==> src/rtl/spl_scheduler_if.sv <==
// Tagged sample handshake into the SPL scheduler.
// Master offers a channel-tagged sample, slave applies back-pressure.
interface spl_scheduler_if #(
  parameter int WIDTH = 16,
  parameter int CHANS = 4
);
  localparam int CW = $clog2(CHANS);

  logic             in_valid;
  logic             in_ready;
  logic [CW-1:0]    in_chan;
  logic [WIDTH-1:0] in_data;

  modport master (
    output in_valid, in_chan, in_data,
    input  in_ready
  );

  modport slave (
    input  in_valid, in_chan, in_data,
    output in_ready
  );
endinterface

==> src/rtl/spl_scheduler.sv <==
// Multi-channel SPL peak-hold scheduler: one shared abs/peak/decay
// datapath time-shared across CHANS peak registers.
module spl_scheduler #(
  parameter int WIDTH     = 16,
  parameter int CHANS     = 4,
  parameter int DECAY_DIV = 4096
) (
  input  logic                     ck,
  input  logic                     rst_n,
  input  logic                     clear,
  spl_scheduler_if.slave           s_in,
  input  logic [$clog2(CHANS)-1:0] rd_chan,
  output logic [WIDTH-1:0]         rd_data,
  output logic                     decay_miss
);
  localparam int CW = $clog2(CHANS);
  localparam int PW = $clog2(DECAY_DIV);

  typedef enum logic [1:0] {
    IDLE, MAG, UPD, DECAY
  } state_t;

  state_t           r_state;
  state_t           w_next;
  logic             r_en;
  logic [CW-1:0]    r_chan;
  logic [CW-1:0]    r_idx;
  logic [WIDTH-1:0] r_data;
  logic [WIDTH-1:0] r_mag;
  logic [WIDTH-1:0] r_peak [CHANS];
  logic [WIDTH-1:0] r_rd;
  logic [PW-1:0]    r_pre;
  logic             r_pend;
  logic             r_miss;

  logic w_xfer;
  logic w_start;
  logic w_upd;
  logic w_dec;
  logic w_last;
  logic w_done;
  logic w_tick;

  assign w_xfer  = s_in.in_valid && s_in.in_ready;
  assign w_start = (r_state == IDLE) && !clear
                   && !w_xfer && r_pend;
  assign w_last  = (r_idx == CW'(CHANS - 1));
  assign w_done  = w_dec && w_last;
  assign w_tick  = (r_pre == PW'(DECAY_DIV - 1));

  assign rd_data    = r_rd;
  assign decay_miss = r_miss;

  always_ff @(posedge ck or negedge rst_n) begin
    if (!rst_n) r_state <= IDLE;
    else        r_state <= w_next;
  end

  always_comb begin
    w_next = r_state;
    if (clear) begin
      w_next = IDLE;
    end else begin
      unique case (r_state)
        IDLE: begin
          if (w_xfer)       w_next = MAG;
          else if (w_start) w_next = DECAY;
        end
        MAG:   w_next = UPD;
        UPD:   w_next = IDLE;
        DECAY: if (w_last) w_next = IDLE;
        default: w_next = IDLE;
      endcase
    end
  end

  // r_en keeps in_ready low until the first edge after reset release
  always_comb begin
    s_in.in_ready = 1'b0;
    w_upd         = 1'b0;
    w_dec         = 1'b0;
    unique case (r_state)
      IDLE:  s_in.in_ready = r_en && !clear;
      UPD:   w_upd = !clear;
      DECAY: w_dec = !clear;
      default: ;
    endcase
  end

  always_ff @(posedge ck or negedge rst_n) begin
    if (!rst_n) begin
      r_en   <= 1'b0;
      r_chan <= '0;
      r_data <= '0;
      r_mag  <= '0;
      r_idx  <= '0;
      for (int i = 0; i < CHANS; i++) r_peak[i] <= '0;
    end else begin
      r_en <= 1'b1;
      if (clear) begin
        r_chan <= '0;
        r_data <= '0;
        r_mag  <= '0;
        r_idx  <= '0;
        for (int i = 0; i < CHANS; i++) r_peak[i] <= '0;
      end else begin
        if (w_xfer) begin
          r_chan <= s_in.in_chan;
          r_data <= s_in.in_data;
        end
        if (r_state == MAG)
          r_mag <= r_data[WIDTH-1] ? -r_data : r_data;
        if (w_upd && (r_mag >= r_peak[r_chan]))
          r_peak[r_chan] <= r_mag;
        if (w_start) r_idx <= '0;
        if (w_dec) begin
          if (r_peak[r_idx] != '0)
            r_peak[r_idx] <= r_peak[r_idx] - WIDTH'(1);
          r_idx <= r_idx + CW'(1);
        end
      end
    end
  end

  // A tick landing on sweep completion re-arms the pending flag
  always_ff @(posedge ck or negedge rst_n) begin
    if (!rst_n) begin
      r_pre  <= '0;
      r_pend <= 1'b0;
      r_miss <= 1'b0;
    end else begin
      r_pre <= w_tick ? '0 : r_pre + PW'(1);
      if (clear) begin
        r_pend <= 1'b0;
        r_miss <= 1'b0;
      end else begin
        if (w_tick)      r_pend <= 1'b1;
        else if (w_done) r_pend <= 1'b0;
        if (w_tick && r_pend && !w_done) r_miss <= 1'b1;
      end
    end
  end

  always_ff @(posedge ck or negedge rst_n) begin
    if (!rst_n) r_rd <= '0;
    else        r_rd <= r_peak[rd_chan];
  end
endmodule

==> src/flat_wrapper.sv <==
// flat-port wrapper written by rule: the top's interface ports become plain ports
module spl_scheduler_flat 
#(
  parameter int WIDTH     = 16,
  parameter int CHANS     = 4,
  parameter int DECAY_DIV = 4096
)
  (ck, rst_n, clear, rd_chan, rd_data, decay_miss, s_in_in_valid, s_in_in_chan, s_in_in_data, s_in_in_ready);
  spl_scheduler_if #(.WIDTH(WIDTH), .CHANS(CHANS)) s_in_i ();
  input  logic ck;
  input  logic rst_n;
  input  logic clear;
  input  logic [$clog2(CHANS)-1:0] rd_chan;
  output logic [WIDTH-1:0] rd_data;
  output logic decay_miss;
  input wire logic [$bits(s_in_i.in_valid)-1:0] s_in_in_valid;
  input wire logic [$bits(s_in_i.in_chan)-1:0] s_in_in_chan;
  input wire logic [$bits(s_in_i.in_data)-1:0] s_in_in_data;
  output wire logic [$bits(s_in_i.in_ready)-1:0] s_in_in_ready;
  assign s_in_i.in_valid = s_in_in_valid;
  assign s_in_i.in_chan = s_in_in_chan;
  assign s_in_i.in_data = s_in_in_data;
  assign s_in_in_ready = s_in_i.in_ready;
  spl_scheduler #(.WIDTH(WIDTH), .CHANS(CHANS), .DECAY_DIV(DECAY_DIV)) u_core (.ck(ck), .rst_n(rst_n), .clear(clear), .s_in(s_in_i), .rd_chan(rd_chan), .rd_data(rd_data), .decay_miss(decay_miss));
endmodule
==> config.mk <==
export PLATFORM = sky130hd
export DESIGN_NAME = spl_scheduler_flat
export DESIGN_NICKNAME = d
export VERILOG_FILES = /design/src/rtl/spl_scheduler_if.sv /design/src/rtl/spl_scheduler.sv /design/src/flat_wrapper.sv
export SDC_FILE = /design/constraint.sdc
export NUM_CORES = 1
export LEC_CHECK = 0
export CAP_MARGIN = 15
export CORE_UTILIZATION = 45
export CTS_BUF_LIST = sky130_fd_sc_hd__clkbuf_8
export DETAILED_ROUTE_END_ITERATION = 8
export SLEW_MARGIN = 20
export SYNTH_ARGS = -nofsm -noshare
export SYNTH_HDL_FRONTEND = slang
export SYNTH_SLANG_ARGS = --single-unit
==> constraint.sdc <==
create_clock -name ck -period 6.2 [get_ports ck]
set_clock_uncertainty 0.2 [all_clocks]
set_input_delay 1.24 -clock ck [delete_from_list [all_inputs] [get_ports ck]]
set_output_delay 1.24 -clock ck [all_outputs]
set_load 0.01 [all_outputs]
# == Yosys cells after proc, flatten, opt, wreduce, memory -nomap -nowiden ==
# Index checks and enable logic that the tools add are counted.
# word_totals
inputBits,24
regBits,133
elab_cells,100
out_inout_bits,18
# op_classes
mux,44
reduce_logical,22
n_lt_le_gt_ge,6
bitwise,3
n_eq_ne,7
n_addsub,4
# op_table
cell,count
two-way mux 64 bit,5
two-way mux 16 bit,13
bitwise mux 64 bit,2
binary-select mux 16 bit (select 2 bit),3
demux 16 bit (select 2 bit),2
two-way mux 2 bit,9
>= comparator 16 bit,1
negation 16 bit,1
nonzero test 16 bit,1
"subtractor 16 x 1 -> 16 bit, second input constant",1
"adder 12 x 1 -> 12 bit, second input constant",1
"== test 12 bit, second input constant",1
two-way mux 12 bit,1
logical AND 1 bit,11
">= comparator 3 bit, second input constant",3
NOT 2 -> 3 bit,3
two-way mux 1 bit,8
one-hot mux 2 bit (4 select lines),1
"== test 2 bit, second input constant",3
"< comparator 3 x 1 -> 1 bit, second input constant",2
nonzero test 2 bit,3
nonzero test 3 bit,2
"inequality test 4 x 2 -> 1 bit, second input constant",1
zero test 1 bit,3
5 further kinds,5

# == Depth between registers and ports, before layout ==
# Gate-level depths: netlist (run 1).
# depth
ltp_word,12
ltp_mapped,12
ltp_nobuf,9

# == Worst setup path after synthesis (run 1) ==
# OpenSTA, ideal clock, no wires.
# synth_timing
kind,register to register
start,register u_core.r_chan[0]
end,register u_core.r_peak[22] (netlist name)
arrival_time_ns,3.911
setup_time_ns,0.141
n_path_buf,3
synth_period_minus_slack_ns,4.252
stages_incl_launch_ff,13
required_ns,5.859
path_slack_ns,1.948
cell_sequence,dfrtp_1 clkbuf_1 buf_1 mux4_2 inv_1 ha_1 nand4_1 or4_1 o32a_2 a21oi_4 buf_12 mux2i_1 a211oi_2
# synth_between
elab_chain_len,12
word_cells_on_any_way,18
classes_between,3 x order compare; 12 x mux; 1 x bitwise; 2 x reduce/logical
# synth_rtl
element,line,rtl
from (decl),spl_scheduler.sv:26,logic [CW-1:0] r_chan;
from (signal assigned),spl_scheduler.sv:108,r_chan <= s_in.in_chan;
NOT 2 -> 3 bit (implied by the code) (*),"spl_scheduler.sv:113, spl_scheduler.sv:114",
"binary-select mux 16 bit (select 2 bit), or another cell as far along",spl_scheduler.sv:113,if (w_upd && (r_mag >= r_peak[r_chan]))
two-way mux 16 bit (implied by the code) or logical AND 1 bit (tied branches),"spl_scheduler.sv:113, spl_scheduler.sv:114",
two-way mux 16 bit (on tied branches),"spl_scheduler.sv:113, spl_scheduler.sv:114",
>= comparator 16 bit or demux 16 bit (select 2 bit) (tied branches),"spl_scheduler.sv:113, spl_scheduler.sv:114",
logical AND 1 bit or bitwise mux 64 bit (tied branches),"spl_scheduler.sv:113, spl_scheduler.sv:114",
two-way mux 64 bit (*),spl_scheduler.sv:113,
two-way mux 64 bit (*),spl_scheduler.sv:100,if (clear) begin
bitwise mux 64 bit,spl_scheduler.sv:118,r_peak[r_idx] <= r_peak[r_idx] - WIDTH'(1);
two-way mux 64 bit,spl_scheduler.sv:117,if (r_peak[r_idx] != '0)
two-way mux 64 bit (*),spl_scheduler.sv:116,if (w_dec) begin
two-way mux 64 bit (*),spl_scheduler.sv:100,
"to (signal, indexed assignment)",spl_scheduler.sv:114,r_peak[r_chan] <= r_mag;
"to (signal, indexed assignment)",spl_scheduler.sv:118,
to (decl),spl_scheduler.sv:30,logic [WIDTH-1:0] r_peak [CHANS];
# Mark *: on every way between the ends. The rest lies on a longest branch, timed or not. The select of a mux whose other input is x is not followed.
# A chain may end at the register's enable or synchronous reset.

# == Final worst setup path (run 1) ==
# layout_timing
start,register u_core.r_chan[1]
end,register u_core.r_peak[52] (netlist name)
# Same word-level chain as after synthesis.

==> qor.csv, run 1 <==
stage;metric;value;unit
power;power_density;194;nW/um2
clocking;root_buffer;clkbuf_8;
yosys;ys_top_cells_by_count;dfrtp_1 (133), nand2_1 (76), mux2i_1 (65);
yosys;syn_area_per_cell;11.3;um2
clocking;cts.clk_slew.worst_paths;80;ps
drt;first_iter_violations;405;
clocking;clock_latency;460;ps
critical_path;cpPeakStageDelay;1030;ps
yosys;synth.most_common_cell;dfrtp_1;
layout;antenna_cells;0;
global_route;globalRouteOverflowTotal;0;
drt;antenna_left;0;
drt;wl;20500;um
timing;hold_viol;0;
clocking;cts_sinks;133;
critical_path;worstPathRequired;6350;ps
critical_path;critPathSlowestCell;dfrtp_1;
timing;slew_headroom;31.2;%
global_route;grt_pass1_wl;33300;um
hold_path;hp-class;register to register;
critical_path;r2r-start;u_core.r_chan[1];
die;rows;49;
critical_path;rr_worst_depth;9;
layout;area_growth;10.7;%
global_route;grt_max_degree;84;
clocking;cts_tree;yes;
yosys;synth_edf_count;0;
critical_path;end_kind;register;
timing;fmax;0.220;GHz
critical_path;critPathKind;register to register;
placement;gp_congestion;0.855;
critical_path;worst-path-stages;9;
yosys;ys_ff_latch;133;
drt;wl_per_cell;20.7;um
critical_path;reg2reg_slack;1650;ps
critical_path;cp_num_buf_inv;1;
yosys;synthArstFlopShare;100;%
layout;utilization;50.8;%
clocking;cts_setup_buffers;0;
critical_path;crit_chain;mux4_2 > inv_1 > ha_1 > nand4_1 > or4_1 > o32a_2 > a21oi_4 > mux2i_1 > a211oi_1;
hold_path;min_from;u_core.r_pre[8];
yosys;syn_nets;772;
critical_path;r2r-end;u_core.r_peak[52];
yosys;synth_area_leaders;dfrtp_1 (41%), mux4_2 (13%), mux2i_1 (7.9%), ha_1 (3.7%), nand2_1 (3.5%);
placement;dp_worst_setup_slack;1720;ps
placement;port-buffer-count;41;
layout;drive_above_1_share;16.6;%
timing;finalWorstSetupSlack;1650;ps
drt;vias_per_cell;5.99;
timing;worst_pin_slew;1030;ps
yosys;synth_top_cell_area_share;40.6;%
die;core;17900;um2
clocking;numCtsBuffers;17;
timing;tns;0;ps
clocking;post_cts_resized;0;
clocking;clockBufferDepth;2;
clocking;h-tree-depth;4;
yosys;yosysTopAreaCell;dfrtp_1;
global_route;antenna_found_initial;0;
drt;vias;5934;
power;leakage;3.52;nW
critical_path;arrival;4700;ps
timing;setup_viol;0;
job;drv_cap;0;
yosys;synth_flop_cell;dfrtp_1;
timing;rsz0062_at_grt;no;
run_status;status;finished clean;
die;fp.dieW;137;um
yosys;synth.distinct_cells;60;
die;dieArea;18800;um2
critical_path;cp_max_fo;21;
critical_path;worst_setup_path_start_kind;register;
global_route;grt_pass1_vias;6043;
hold_path;hold_path_end;u_core.r_pre[8];
placement;hpwl;13800;um
yosys;synth_warnings;0;
critical_path;critical_path.top_delay_family;compound AO/OA/AOI/OAI gates;
yosys;mappedNetlistArea;8210;um2
power;ir_drop;131;uV
layout;final_cells;990;
timing;fin_crit;4550;ps
timing;fin_crit_sh;73.3;%
power;power;1.76;mW
die;die_h;137;um
die;start_util;45.8;%
yosys;seq_area_frac_synth;40.6;%
global_route;grt_usage;24.1;%
yosys;syn_inst;724;
drt;route.detailed.drc;0;
die;pin_count;42;
clocking;hold_buffers;0;
timing;slew_viol_final;0;
layout;finalNetCount;796;
placement;dp.cells;958;
drt;dr.pass1.iters;5;
hold_path;worstHoldPathCells;1;
cells in the final DEF, fill, tap and decap left out, types with 10 or more instances in the layout:
cell type / netlist / layout
nand3b_1: 17 / 17
ha_1: 24 / 24
clkdlybuf4s50_1: 0 / 39
dfrtp_1: 133 / 133
clkbuf_8: 0 / 17
o21ai_0: 24 / 24
a211oi_1: 20 / 20
nand2_1: 76 / 76
nand3_1: 16 / 16
o22ai_1: 12 / 12
inv_1: 24 / 24
a211oi_2: 16 / 16
mux2i_1: 65 / 65
mux4_2: 48 / 48
nor2_1: 53 / 53
a21oi_1: 15 / 14
xor2_1: 24 / 24
nand2b_1: 10 / 10
per-stage QoR:
stage	hold WS [ps]	area, um2
CTS	277	9090
global route	313	9090
finish	270	9090
global placement	257	8690
detailed placement	262	8690
floorplan	238	8210
layout make-up:
class	instances	area (um2)
Fill cell	1630	8810
Multi-Input combinational cell	524	4530
Sequential cell	133	3330
Timing Repair Buffer	48	459
Tap cell	229	287
Clock buffer	17	234
Clock inverter	15	165
Inverter	24	90.1
state kept, by name, indices dropped and copies added (netlist names):
register,cells
u_core.r_chan,2
u_core.decay_miss,1
u_core.r_pre,12
u_core.r_peak,64
u_core.r_data,16
u_core.r_idx,2
u_core.r_state,2
u_core.r_pend,1
u_core.r_en,1
u_core.rd_data,16
u_core.r_mag,16
where the power goes:
| group | leakage, nW | switching, mW | internal [mW] | total (mW) |
|---|---|---|---|---|
| Combinational | 1.49 | 0.0744 | 0.0457 | 0.120 |
| Sequential | 1.83 | 0.0151 | 0.874 | 0.890 |
| Clock | 0.203 | 0.387 | 0.367 | 0.754 |
| Total | 3.52 | 0.477 | 1.29 | 1.76 |
per-layer routing:
layer	track usage, %	share of wire, %	wire length [um]
met1	32.0	43	8900
met5	0	0	0
met2	39.1	48	9860
met3	4.56	6.2	1270
met4	9.16	2.4	485
worst reg2reg max path, delay by kind of cell (launching register included):
family,cells,cell delay [ps]
muxes,2,570
AOI/OAI and AO/OA,3,1520
and+or+nand+nor,2,760
buffers and inverters,1,40
DFF,1,1030
adders and majority gates,1,340
kinds of logic after synthesis:
family | after synthesis | synth area share (%)
other | 1 | 0.0457
buffers and inverters | 67 | 4.35
and+or+nand+nor | 225 | 14.7
DFF | 133 | 40.6
muxes | 113 | 21.1
adders and majority gates | 24 | 3.66
xor gates and xnor gates | 34 | 3.72
AOI/OAI and AO/OA | 127 | 11.9
how the worst max path moves through the flow:
stage	startpoint	endpoint	slack, ps
2_1_floorplan	u_core.r_chan[0]	u_core.r_peak[22]	1950
3_3_place_gp	u_core.r_chan[1]	u_core.r_peak[7]	1790
3_5_place_dp	u_core.r_chan[1]	u_core.r_peak[52]	1720
4_1_cts	u_core.r_chan[1]	u_core.r_peak[52]	1660
5_1_grt	u_core.r_chan[1]	u_core.r_peak[52]	1450
6_report	u_core.r_chan[1]	u_core.r_peak[52]	1650
(Power assumes the default switching activity.)
==> inputs of run 2 (changes only) <==
clock period = 4.1 ns   (was 6.2 ns; I/O delays follow)
==> run 2 against run 1 <==
  * Largest cell class unchanged
  * Power grew 54%
  * Critical path type unchanged
  * Final cell count grew 1.9%
  * Non-clock buffer count grew 20
==> qor.csv, run 2 (same netlist as run 1, synthesis figures left out) <==
stage;metric;value;unit;change
run_status;status;finished clean;;
drt;antenna_left;0;;unchanged
die;core;17900;um2;unchanged
critical_path;crit_chain;mux4_2 > inv_1 > ha_1 > nand4_1 > or4_1 > o32a_2 > a21oi_4 > buf_4 > mux2i_1 > a211oi_2;;
layout;top_register;u_core.r_peak;;
timing;finalWorstSetupSlack;302;ps;-1350 ps
layout;seqCellArea;3330;um2;unchanged
hold_path;hp-class;input pin to asynchronous set/reset pin;;
power;power;2.72;mW;+54%
global_route;antenna_found_initial;0;;unchanged
critical_path;worst_setup_path_start_kind;register;;
power;ir_drop;218;uV;+66%
global_route;grt_pass1_wl;33600;um;+0.75%
timing;fmax;0.263;GHz;+20%
timing;rsz0062_at_grt;no;;
critical_path;critPathKind;register to register;;
layout;layout_common_cells;dfrtp_1 (133), nand2_1 (76), mux2i_1 (65), nor2_1 (53), mux4_2 (48);;
clocking;cts_sinks;133;;unchanged
die;die_h;137;um;unchanged
layout;drive_above_1_share;18.5;%;+1.9 points
layout;antenna_cells;0;;unchanged
power;power_frac_seq;49.5;%;-0.9 points
timing;slew_headroom;31.6;%;+0.34 points
layout;design_area;9320;um2;+2.6%
timing;fin_crit_sh;92.6;%;+19 points
die;start_util;45.8;%;unchanged
placement;hpwl;14300;um;+4.2%
layout;multi_input_area;4520;um2;about the same
drt;vias;5974;;+0.67%
drt;route.detailed.drc;0;;unchanged
global_route;grt_pass1_vias;6188;;+2.4%
clocking;numCtsBuffers;17;;unchanged
clocking;cts.clk_slew.worst_paths;80;ps;about the same
critical_path;rr_worst_depth;10;;+1
timing;setup_viol;0;;unchanged
clocking;root_buffer;clkbuf_8;;
timing;tns;0;ps;unchanged
power;intPower;2.04;mW;+59%
critical_path;critPathSlowestCell;dfrtp_1;;
clocking;cts_setup_buffers;0;;unchanged
die;pin_count;42;;unchanged
critical_path;r2r-start;u_core.r_chan[1];;
placement;dp_worst_setup_slack;320;ps;-1400 ps
drt;wl;20700;um;+0.73%
layout;largest_register_ffs;64;;unchanged
die;rows;49;;unchanged
power;leakage;3.65;nW;+3.4%
critical_path;worstPathRequired;4200;ps;-2150 ps
placement;port-buffer-count;41;;unchanged
clocking;post_cts_resized;0;;unchanged
power;swShare;24.7;%;-2.3 points
global_route;globalRouteOverflowTotal;0;;unchanged
drt;first_iter_violations;388;;-4.2%
power;power_density;291;nW/um2;+50%
power;clkPwrFrac;43.6;%;+0.8 points
critical_path;r2r-end;u_core.r_peak[37];;
clocking;cts_tree;yes;;
drt;vias_per_cell;5.92;;-1.2%
critical_path;end_kind;register;;
clocking;clockBufferDepth;2;;unchanged
layout;area_growth;13.6;%;
placement;gp_congestion;0.891;;+4.3%
timing;fin_crit;3800;ps;-747 ps
die;fp.dieW;137;um;unchanged
layout;final_cells;1009;;+1.9%
timing;hold_viol;0;;unchanged
clocking;hold_buffers;0;;unchanged
drt;wl_per_cell;20.5;um;-1.2%
critical_path;cpPeakStageDelay;780;ps;-250 ps
power;comb_power_share;6.9;%;about the same
global_route;grt_max_degree;97;;+15%
timing;slew_viol_final;0;;unchanged
layout;fill_cells;1590;;-2.5%
die;dieArea;18800;um2;unchanged
critical_path;cp_max_fo;13;;-38%
placement;dp.cells;978;;+2.1%
clocking;clock_latency;460;ps;about the same
placement;post_dp_cell_area;8900;um2;+2.4%
critical_path;reg2reg_slack;300;ps;-1350 ps
layout;layout_commonest_cell;dfrtp_1;;
job;drv_cap;0;;unchanged
power;power_switching;0.671;mW;+41%
critical_path;arrival;3900;ps;-800 ps
layout;finalNetCount;816;;+2.5%
drt;dr.pass1.iters;4;;-1
timing;worst_pin_slew;1020;ps;-8.29 ps
clocking;h-tree-depth;4;;unchanged
global_route;grt_usage;24.2;%;+0.058 points
-- run 2: cell types whose count changed in the layout (fill, tap and decap cells not counted), sizes merged --
cell      change
clkbuf        +3
clkinvlp      +4
bufinv        +1
buf          +20
inv           -7
clkinv        -2
-- run 2: how the worst max path moves through the flow --
stage / startpoint / to / slack (ps) / cells after the start
floorplan: u_core.r_chan[0] / u_core.r_peak[22] / 70 / 12
global placement: u_core.r_chan[1] / u_core.r_peak[39] / 420 / 10
detailed placement: u_core.r_chan[1] / u_core.r_peak[37] / 320 / 10
CTS: u_core.r_chan[1] / u_core.r_peak[37] / 310 / 10
global route: u_core.r_chan[1] / u_core.r_peak[8] / 110 / 10
finish: u_core.r_chan[1] / u_core.r_peak[37] / 300 / 10
-- run 2: power groups by stage --
stage,Combinational (mW),Sequential [mW],Clock (mW)
6_report,0.188,1.34,1.18
5_1_grt,0.210,1.35,1.26
4_1_cts,0.192,1.34,1.21
3_5_place_dp,0.192,1.37,0
3_3_place_gp,0.188,1.37,0
2_1_floorplan,0.111,1.36,0
-- run 2: routing by layer --
layer | wire length, um | GRT usage [%]
met1 | 9210 | 32.7
met2 | 9820 | 37.5
met3 | 1040 | 5.33
met4 | 593 | 10.2
met5 | 0 | 0
-- run 2: worst max-delay path, delay by kind of cell (launching register included) --
family,cells,cell delay (ps)
adders and majority gates,1,310
muxes,2,590
DFF,1,780
buffers and inverters,2,300
and+or+nand+nor,2,740
AOI/OAI and AO/OA,3,720
-- run 2: layout make-up --
| class | instances | area share, % |
|---|---|---|
| multi-input combinational | 524 | 48.5 |
| sequential | 133 | 35.7 |
| timing repair buffer | 68 | 7.21 |
| tap | 229 | 3.07 |
| clock buffer | 20 | 2.95 |
| clock inverter | 11 | 1.61 |
| inverter | 24 | 0.966 |
-- run 2: through the flow --
stage	utilization [%]	hold slack, ps
2_1_floorplan	-	238
3_5_place_dp	49.7	268
5_1_grt	52.1	291
3_3_place_gp	49.7	256
6_report	52.1	277
4_1_cts	52.1	281
==> inputs of run 3 (changes only) <==
CORE_UTILIZATION = 35   (was 45)
PLACE_DENSITY = 0.5   (was default)
==> run 3 against run 2 <==
  * Sequential share of layout area shrank 0.68 points
  * Worst hold slack lost 81 ps
  * Design area grew 1.9%
  * Sequential power is essentially flat
  * Die area grew 28%
  * Final cell count grew 9.0%
  * Non-clock buffer count grew 6
  * Routed wire length grew 8.5%
  * Maximum frequency grew 0.74%
  * Power grew 1.3%
  * Worst setup slack gained 28 ps
  * Critical path depth grew 1
==> qor.csv, run 3 (same netlist as run 1, synthesis figures left out) <==
stage;metric;value;unit;change
clocking;root_buffer;clkbuf_8;;
critical_path;worstPathRequired;4240;ps;+40 ps
layout;final_cells;1100;;+9.0%
critical_path;worst_setup_path_start_kind;register;;
critical_path;critical_path.top_delay_family;compound AO/OA/AOI/OAI gates;;
critical_path;arrival;3910;ps;about the same
layout;top_register;u_core.r_peak;;
clocking;cts_sinks;133;;unchanged
power;power;2.75;mW;+1.3%
global_route;globalRouteMet3Util;3.31;%;-2.0 points
power;ir_drop;164;uV;-25%
die;die_h;155;um;+13%
drt;wl_per_cell;20.4;um;-0.43%
critical_path;critPathSlowestCell;a2111oi_0;;
critical_path;cp_num_buf_inv;3;;+1
critical_path;r2r-end;u_core.r_peak[33];;
placement;post_dp_cell_area;8940;um2;+0.42%
die;core;22800;um2;+28%
placement;hpwl;15300;um;+6.4%
timing;tns;0;ps;unchanged
drt;vias;6068;;+1.6%
layout;fill_cells;2224;;+40%
global_route;grt_max_degree;79;;-19%
timing;setup_viol;0;;unchanged
timing;slew_viol_final;0;;unchanged
run_status;status;finished clean;;
drt;antenna_left;0;;unchanged
timing;fin_crit_sh;92.0;%;-0.68 points
layout;layout_commonest_cell;dfrtp_1;;
timing;fin_crit;3770;ps;-28.0 ps
global_route;grt_pass1_vias;6360;;+2.8%
hold_path;hp-class;input pin to asynchronous set/reset pin;;
critical_path;end_kind;register;;
power;power_density;289;nW/um2;-0.66%
critical_path;critPathKind;register to register;;
drt;route.detailed.drc;0;;unchanged
clocking;cts_tree;yes;;
global_route;use_met2;32.7;%;-4.8 points
placement;gp_congestion;0.866;;-2.8%
die;pin_count;42;;unchanged
global_route;grt_pass1_wl;35600;um;+6.0%
clocking;numCtsBuffers;17;;unchanged
critical_path;reg2reg_slack;330;ps;+30 ps
critical_path;rr_worst_depth;11;;+1
timing;slew_headroom;41.0;%;+9.4 points
layout;design_area;9510;um2;+1.9%
clocking;hold_buffers;0;;unchanged
timing;worst_pin_slew;885;ps;-138 ps
critical_path;crit_chain;buf_4 > buf_4 > mux4_2 > ha_1 > nand2b_1 > a2111oi_0 > o32a_2 > a21oi_4 > buf_4 > mux2i_1 > a211oi_1;;
critical_path;r2r-start;u_core.r_chan[1];;
placement;dp.cells;1058;;+8.2%
die;fp.dieW;155;um;+13%
job;drv_cap;0;;unchanged
timing;rsz0062_at_grt;no;;
power;leakage;3.69;nW;+1.1%
global_route;antenna_found_initial;0;;unchanged
global_route;grt_usage;19.6;%;-4.6 points
drt;dr.pass1.iters;5;;+1
layout;finalNetCount;822;;+0.74%
die;rows;55;;+12%
clocking;clock_latency;450;ps;about the same
placement;port-buffer-count;41;;unchanged
global_route;top_usage_layer;met2;;
timing;hold_viol;0;;unchanged
drt;wl;22400;um;+8.5%
clocking;h-tree-depth;4;;unchanged
clocking;post_cts_resized;0;;unchanged
global_route;globalRouteOverflowTotal;0;;unchanged
layout;area_growth;15.8;%;
layout;antenna_cells;0;;unchanged
die;dieArea;24100;um2;+28%
timing;fin_hold_ws;196;ps;-80.7 ps
drt;first_iter_violations;365;;-5.9%
clocking;cts.clk_slew.worst_paths;90;ps;about the same
critical_path;cpPeakStageDelay;710;ps;-70 ps
layout;largest_register_ffs;64;;unchanged
critical_path;cp_max_fo;7;;-6
die;start_util;35.9;%;-9.9 points
critical_path;cpMostUsedCell;buf_4;;
clocking;clockBufferDepth;2;;unchanged
global_route;grt.met1_usage;25.9;%;-6.8 points
timing;fmax;0.265;GHz;+0.74%
layout;drive_above_1_share;19.2;%;+0.73 points
drt;vias_per_cell;5.52;;-6.8%
clocking;cts_setup_buffers;0;;unchanged
layout;layout_common_cells;dfrtp_1 (133), nand2_1 (76), mux2i_1 (65), nor2_1 (53), mux4_2 (48);;
-- run 3: cell count changes in the layout (fill, tap and decap cells not counted) --
cell	change
clkinv_4	+1
buf_4	+4
a21oi_1	-1
inv_1	+1
buf_12	+2
clkinvlp_4	-2
clkinv_2	+1
a21oi_2	+1
-- run 3: report_power, final --
part	total, mW	switching [mW]	leakage, nW	internal (mW)
clock network	1.21	0.561	0.213	0.650
logic	0.197	0.121	1.64	0.0762
registers	1.34	0.0195	1.83	1.32
total	2.75	0.702	3.69	2.05
-- run 3: routing by layer --
| metal | vias to the layer above | share of wire [%] |
|---|---|---|
| met2 | 172 | 49 |
| met1 | 3095 | 45 |
| met4 | 0 | 1.5 |
| met5 | - | 0 |
| li1 | 2773 | - |
| met3 | 28 | 4.9 |
-- run 3: how the worst max path moves through the flow --
stage	cells past startpoint	endpoint	slack (ps)	from
6_report	11	u_core.r_peak[33]	330	u_core.r_chan[1]
5_1_grt	9	u_core.r_peak[33]	220	u_core.r_idx[0]
4_1_cts	10	u_core.r_peak[33]	5	u_core.r_chan[0]
3_5_place_dp	10	u_core.r_peak[33]	50	u_core.r_chan[0]
3_3_place_gp	10	u_core.r_peak[1]	100	u_core.r_chan[0]
2_1_floorplan	12	u_core.r_peak[22]	70	u_core.r_chan[0]
-- run 3: metrics by stage --
step | setup slack, ps | util [%]
5_1_grt | 219 | 41.6
3_3_place_gp | 95.4 | 39.1
4_1_cts | 4.51 | 41.0
3_5_place_dp | 45.6 | 39.1
2_1_floorplan | 65.6 | -
6_report | 330 | 41.6
-- run 3: area by class of cell --
cell class	instances	area (um2)	area share, %
clock buffers	20	275	2.90
clock inverters	12	153	1.61
inverters	24	90.1	0.948
multi-input cells	524	4530	47.6
flip-flops and latches	133	3330	35.0
well taps	313	392	4.12
repair buffers	74	742	7.81
==> RTL edit, RTL diff (config.mk and constraints of run 2) <==
The 4 states of `state_t` get a one-hot encoding in 4 bits.
--- a/src/rtl/spl_scheduler.sv
+++ b/src/rtl/spl_scheduler.sv
@@ -16,8 +16,8 @@
   localparam int CW = $clog2(CHANS);
   localparam int PW = $clog2(DECAY_DIV);
 
-  typedef enum logic [1:0] {
-    IDLE, MAG, UPD, DECAY
+  typedef enum logic [3:0] {
+    IDLE = 4'b0001, MAG = 4'b0010, UPD = 4'b0100, DECAY = 4'b1000
   } state_t;
 
   state_t           r_state;
Behaviour: no difference found for any inputs over 4 cycles, from zero or initial values and one cycle with rst_n low; so few cycles prove little.
==> RTL edit against run 2 <==
Final area fell by 2.2%. Setup slack improved by 0.29 ns. Via count fell by 0.87%. Area after synthesis fell by 2.2%. Power fell by 3.9%. Hold slack improved by 0.0077 ns. Routed wire length fell by 3.8%. Core utilization rose by 0.45 points. Sequential cell count rose by 2. Sequential share of layout area rose by 1.4 points. First-iteration DRC count rose by 26%.
==> RTL edit: results <==
metrics = {
    "status": {
        "run_status": "finished clean",
    },
    "layout": {
        "final-clk-cell-share_pct": 4.199,
        "fin_nets": 804,
        "fraction_of_standard_cell_area_that_is_sequential_pct": 37.07,
        "multi_input_area_share_pct": 47.66,
        "clock_buffers": 19,
        "drive_gt1_share_pct": 18.08,
        "layout.comb_gates.multi_input": 511,
        "final.signal_inverter_count": 25,
        "area_delta_synth_final_pct": 13.65,
        "layout.buffer.nonclock.area_share_pct": 6.958,
    },
    "grt": {
        "grt_pass1_vias": 5982,
        "grt_util_met1_pct": 32.04,
        "globalRouteMet3Util_pct": 4.153,
        "track_usage_pct": 23.55,
        "grt_start_max_net_pins": 111,
        "grt_first_pass_wirelength_mm": 32.58,
    },
    "place": {
        "dp_cells": 962,
        "dp_worst_setup_slack_ns": 0.6432,
        "cell_area_placed_um2": 8732,
        "gp_congestion": 0.8897,
    },
    "route": {
        "route.detailed.vias_per_inst": 5.958,
        "wl_mm": 19.88,
        "m1WireLength_mm": 8.731,
    },
    "logic_synthesis": {
        "syn_avg_cell_area_um2": 11.19,
        "synth.top_cells.by_area": "dfrtp_1 42%, mux4_2 13%, mux2i_1 8.1%",
        "synth.yosys.seq_area_share_pct": 42.12,
        "postSynthRegisterBits": 135,
        "ys_types": 52,
        "netlist_instances": 717,
        "synth.net_count": 765,
    },
    "pwr": {
        "power.ir.vdd_worst_v": 0.0002012,
        "p_leak_nw": 4.076,
    },
    "sta": {
        "fin_hold_ws_ns": 0.2847,
        "layout_worst_path_cycle_share_pct": 85.55,
    },
    "worst_setup_path": {
        "timing.rr.start": "u_core.r_idx[0]$_DFFE_PN0P_",
    },
}
==> RTL edit: cell count changes in the layout (fill, tap and decap cells not counted), sizes merged, moves of 4 or more <==
cell and delta:
nand2b +11, nand2 -36, inv +5, nand3 +7
nor4 -4, a211oi +11, o21ai +5, nand3b -12
nor2 +12
==> RTL edit: critical path: stages, from the launching register on <==
cell,delay [ns]
dfrtp_1,0.40
buf_12,0.18
mux4_2,0.37
inv_1,0.12
ha_1,0.20
nor4b_1,0.15
nand4b_1,0.15
nor3b_4,0.75
nand2_2,0.32
nand2b_1,0.37
o21ai_0,0.15
==> RTL edit: logic make-up after synthesis <==
logic type / synth area share [%]
other cells: 0.04674
buf+inv: 3.790
xor+xnor: 3.712
mux: 21.58
compound gates: 11.98
flops: 42.12
fa+ha+maj: 3.743
simple gates: 13.02
==> RTL edit: report_power, final <==
part	internal, mW	switching, mW
Clock	0.517	0.567
Combinational	0.0662	0.101
Sequential	1.34	0.0166
Total	1.92	0.684
